$ cat config.mk
export PLATFORM = sky130hd
export DESIGN_NAME = instr_fetch_unit
export DESIGN_NICKNAME = d
export VERILOG_FILES = /design/src/rtl/instr_fetch_unit.sv
export SDC_FILE = /design/constraint.sdc
export NUM_CORES = 1
export LEC_CHECK = 0
export CORE_MARGIN = 2
export CORE_UTILIZATION = 44
export DETAILED_ROUTE_END_ITERATION = 8
export PLACE_DENSITY = 0.8
export SLEW_MARGIN = 25
export SYNTH_ARGS = -nofsm -noshare
export SYNTH_HDL_FRONTEND = slang
export SYNTH_SLANG_ARGS = --single-unit
$ cat constraint.sdc
create_clock -name clk -period 1.9 [get_ports clk]
set_input_delay 0.38 -clock clk [delete_from_list [all_inputs] [get_ports clk]]
set_output_delay 0.38 -clock clk [all_outputs]
set_load 0.01 [all_outputs]
$ cat src/rtl/instr_fetch_unit.sv
// Fetch stage: PC, RAM address, IR capture, branch loads and END halt.
// Optional FETCH_ALIGN_CHECK_EN flags misaligned PC loads and freezes fetch.
module instr_fetch_unit #(
  parameter int ADDR_W   = 8,
  parameter int DATA_W   = 20,
  parameter int PC_STEP  = 4,
  parameter int RESET_PC = 0
) (
  input  logic              clk,
  input  logic              rst_n,
  input  logic              fetch_req,
  input  logic              pc_load,
  input  logic [ADDR_W-1:0] pc_load_val,
  input  logic [DATA_W-1:0] mem_rdata,
  output logic [ADDR_W-1:0] mem_addr,
  output logic [DATA_W-1:0] ir,
  output logic              ir_valid,
  output logic [ADDR_W-1:0] pc,
  output logic [ADDR_W-1:0] pc_link,
  output logic              busy,
  output logic              halted,
  output logic              misalign_err
);

  typedef enum logic [1:0] {
    IDLE  = 2'd0,
    ADDR  = 2'd1,
    LATCH = 2'd2
  } state_t;

  localparam logic [ADDR_W-1:0] STEP = ADDR_W'(PC_STEP);
  localparam logic [ADDR_W-1:0] RPC  = ADDR_W'(RESET_PC);

  state_t            state, state_nx;
  logic              pend_v;
  logic [ADDR_W-1:0] pend_val;
  logic [ADDR_W-1:0] pc_inc;
  logic              ld_ok;
  logic              is_end;

  assign pc_inc   = pc + STEP;
  assign mem_addr = pc;
  assign is_end   = (mem_rdata[DATA_W-1 -: 4] == 4'b1100);

`ifdef FETCH_ALIGN_CHECK_EN
  logic ld_bad;
  assign ld_ok  = pc_load && (pc_load_val[1:0] == 2'b00);
  assign ld_bad = pc_load && (pc_load_val[1:0] != 2'b00);

  always_ff @(posedge clk or negedge rst_n) begin
    if (!rst_n)      misalign_err <= 1'b0;
    else if (ld_bad) misalign_err <= 1'b1;
  end
`else
  assign ld_ok        = pc_load;
  assign misalign_err = 1'b0;
`endif

  always_ff @(posedge clk or negedge rst_n) begin
    if (!rst_n) state <= IDLE;
    else        state <= state_nx;
  end

  always_comb begin
    state_nx = state;
    unique case (state)
      IDLE: begin
        if (!pc_load && fetch_req && !halted && !misalign_err)
          state_nx = ADDR;
      end
      ADDR:    state_nx = LATCH;
      LATCH:   state_nx = IDLE;
      default: state_nx = IDLE;
    endcase
  end

  always_comb begin
    busy = (state != IDLE);
  end

  // A load arriving in the LATCH cycle itself beats an older pending one
  always_ff @(posedge clk or negedge rst_n) begin
    if (!rst_n) begin
      pc       <= RPC;
      ir       <= '0;
      pc_link  <= '0;
      ir_valid <= 1'b0;
      halted   <= 1'b0;
      pend_v   <= 1'b0;
      pend_val <= '0;
    end else begin
      ir_valid <= 1'b0;
      unique case (state)
        IDLE: begin
          if (ld_ok) pc <= pc_load_val;
        end
        ADDR: begin
          if (ld_ok) begin
            pend_v   <= 1'b1;
            pend_val <= pc_load_val;
          end
        end
        LATCH: begin
          ir       <= mem_rdata;
          pc_link  <= pc_inc;
          ir_valid <= 1'b1;
          pend_v   <= 1'b0;
          if (is_end) halted <= 1'b1;
          unique case (1'b1)
            ld_ok:   pc <= pc_load_val;
            pend_v:  pc <= pend_val;
            default: pc <= pc_inc;
          endcase
        end
        default: ;
      endcase
    end
  end

endmodule

==> impl_results.md <==
- Leakage power: approximately 0.0014 uW
- Antenna-violating nets left: 0
- Setup TNS Final: 0 ns
- Critical-path cell list: nor2_2, inv_1, clkdlybuf4s50_1
- Measured slew at the worst slew-check pin: 0.536 ns
- DRC violations left: 0
- Design area: ~3100 um^2
- Most frequent cells in the layout: 88 x nand2_1, 77 x clkdlybuf4s50_1, 48 x dfrtp_1
- CTS max path bufs: 2
- 1st-iter DRT viols: 104
- Endpoints failing hold: 0
- Height of the chip: about 74 um
- Gpl congestion: about 0.86
- Reg clk slew, reported paths: roughly 0.09 ns
- Final Slew Violations: 0
- CTS H-tree lvls: 2
- Fmax: about 0.56 GHz
- Detailed Place HPWL: approximately 3500 um
- Delay of the slowest critical-path stage: 0.47 ns
- Ys Warns: 0
- Area of the multi-input gates: slightly below 800 um^2
- Startpoint Class: register
- I/O Buffers: a little under 80
- Die W: between 70 and 80 um
- CTS Sinks: 49
- Final Cycle Share: ~95%
- Core footprint: about 4700 um^2
- First-pass GRT wire length: just over 8000 um
- Clock power share: 18.7%
- Status: complete, no violations
- Register area: between 1000 and 1500 um^2
- Seq/Total Area, Yosys: around 57%
- Critical path class: register to output pin
- WL/cell: ~13 um
- GRT Resource Usage Total: between 15 and 20%
- Switch share: a little under a third
- Worst skew pair latency: 0.30 ns
- CP bufs+invs: 2
- Nets@finish: approximately 330
- Crit Path Max Fanout: 8
- Yosys reg bits: 49
- CP endpoint kind: output pin
- Comb power frac: approximately 40%
- Worst Skew: slightly below 0.009 ns
- Worst Hold Class: primary input to async pin
- Pin count of the biggest net entering global routing: 32
- NetSw: ~1300 uW
- P_int: 2790 uW
- Number of global-route vias before repair: roughly 1800
- Synthesis-to-layout area growth: 42.2%
- CP arrival: around 1.4 ns
- Initial antenna violation count: 0
- Post-Syn Area per Cell: around 9.6 um^2
- Syn Std Cell Area: between 2000 and 2500 um^2
- Gr ovfl total: 0
- Slowest-stage cell, CP: dfrtp_2
- Pre-Repair DR Iteration Count: 4
- Diode count: 0
- Sequential power share: 42.4%
- Total CTS buffers: 5
- Layout cells sized above 1: 10.2%
- Vias per cell: just under 5
- Via count: between 1500 and 2000
- CP required: between 1.5 and 2 ns
- Die area: around 5500 um^2
- Layout fillers: between 300 and 400
- CTS root buffer: clkbuf_8
- Syn nets: around 260
- MaxCap Viol Count: 0
- RSZ-0062 raised after global routing: no
- Placed cell area: 2940 um^2
- # IOs: 80
- Pwr Density: approximately 1300 nW/um^2
- Commonest non-fill, non-tap cell in the layout: nand2_1
- Tmin final: approximately 1.8 ns
- Mapped Cells: ~220
- Routed WL: 4800 um
- Distinct cells, synth: 39
- Final hold slack: approximately 0.054 ns
- Cell family with most CP delay: buffers and inverters
- Final setup fails: 0
- Peak supply drop: 588 uV
- Initial core utilization: 45.5%
- CTS tree: built
- Slew HR: between 60 and 70%
- Hold buffer count at CTS: 0
- Cell row count: 25
-- synthesized netlist by cell type --
library cell  number  area share (%)
o21ai_1            1            0.23
ha_1               1            0.58
o21ai_0            8             1.9
o31a_1             1            0.41
buf_4             11             3.8
buf_6              1            0.52
mux2_2             8             4.2
inv_1              2            0.35
conb_1             1            0.17
a41o_1             1            0.47
nor3_1             1            0.23
a221oi_1           2            0.81
nand2_2            1            0.29
or3b_4             1            0.52
a221oi_2           1            0.70
nor4b_1            1            0.41
nand2_1           88              15
a32oi_1            2            0.81
nor3_2             1            0.47
clkbuf_1           3            0.52
dfrtp_1           49              57
and2b_1            1            0.35
nand3_1            2            0.47
a32o_1             1            0.47
a31oi_1            2            0.58
o22ai_1            2            0.58
xor2_1             2            0.81
buf_2              5             1.2
xnor2_1            1            0.41
inv_2              1            0.17
a211oi_1           1            0.35
nor2_1             9             1.6
and2_1             1            0.29
a22oi_1            2            0.70
a21oi_1            4            0.93
and3_1             1            0.29
o21bai_1           1            0.35
o21a_1             1            0.35
nand2b_2           1            0.41
-- cell type report --
class	instances	area share (%)
Timing Repair Buffer	84	27.3
Clock buffer	7	2.82
Tap cell	67	2.74
Clock inverter	1	0.982
Sequential cell	49	40.1
Inverter	3	0.368
Multi-Input combinational cell	151	25.7
-- worst register-to-register path: stages (launching register included) --
cell and delay [ns]:
dfrtp_2 0.47, nand2b_2 0.21, inv_2 0.25, and2_1 0.28, a22oi_1 0.11, a21oi_1 0.15
-- power by group through the flow --
| stage | Clock, uW | Sequential [uW] | Combinational, uW |
|---|---|---|---|
| floorplan | 0 | 1840 | 598 |
| global placement | 0 | 1740 | 1560 |
| detailed placement | 0 | 1750 | 1600 |
| CTS | 777 | 1730 | 1600 |
| global route | 827 | 1790 | 1750 |
| finish | 761 | 1720 | 1580 |
-- flip-flops by register name, indices dropped and copies added, names as in the netlist --
signal,count
ir_valid,1
halted,1
mem_addr,8
pc_link,8
state,2
ir,20
pend_val,8
pend_v,1
-- timing repair --
| action | 4_1_cts | 5_1_grt |
|---|---|---|
| endpoints found under the setup margin | 0 | 1 |
| setup buffers | 0 | 0 |
| resized for setup | 0 | 2 |
-- final timing paths --
path	depth (start not counted)	slack, ns	from	to
max reg2reg	5	0.37	state[0]	mem_addr[0]
min in group clk	1	0.47	halted	state[0]
min	1	0.05	rst_n	mem_addr[2]
min reg2reg	1	0.47	halted	state[0]
max in group asynchronous	2	1.31	rst_n	state[0]
max	3	0.10	state[0]	busy
-- through the flow --
stage                     util, %  std cells  power [uW]  setup WS, ns
after floorplan                 -        223        2440         0.590
after global placement       62.2        354        3300         0.184
after detailed placement     62.2        354        3350         0.169
after CTS                    64.7        362        4110        0.0221
after global routing         64.7        362        4360        0.0214
final                        64.7        362        4070         0.102
-- logic make-up after synthesis --
kind of cell	share of synthesized area [%]
adder cells (fa/ha/maj)	0.582
buffers and inverters	6.57
other	0.174
AND/OR/NAND/NOR	20.7
multiplexers	4.19
AO/OA/AOI/OAI	9.60
flip-flops	57.0
XOR/XNOR	1.22
-- routing by layer --
metal,GRT usage [%],up-vias,wire [um]
li1,-,871,-
met1,26.6,850,2230
met2,31.3,52,2280
met3,4.25,6,237
met4,5.86,0,54
met5,0,-,0
(Power assumes the default switching activity.)
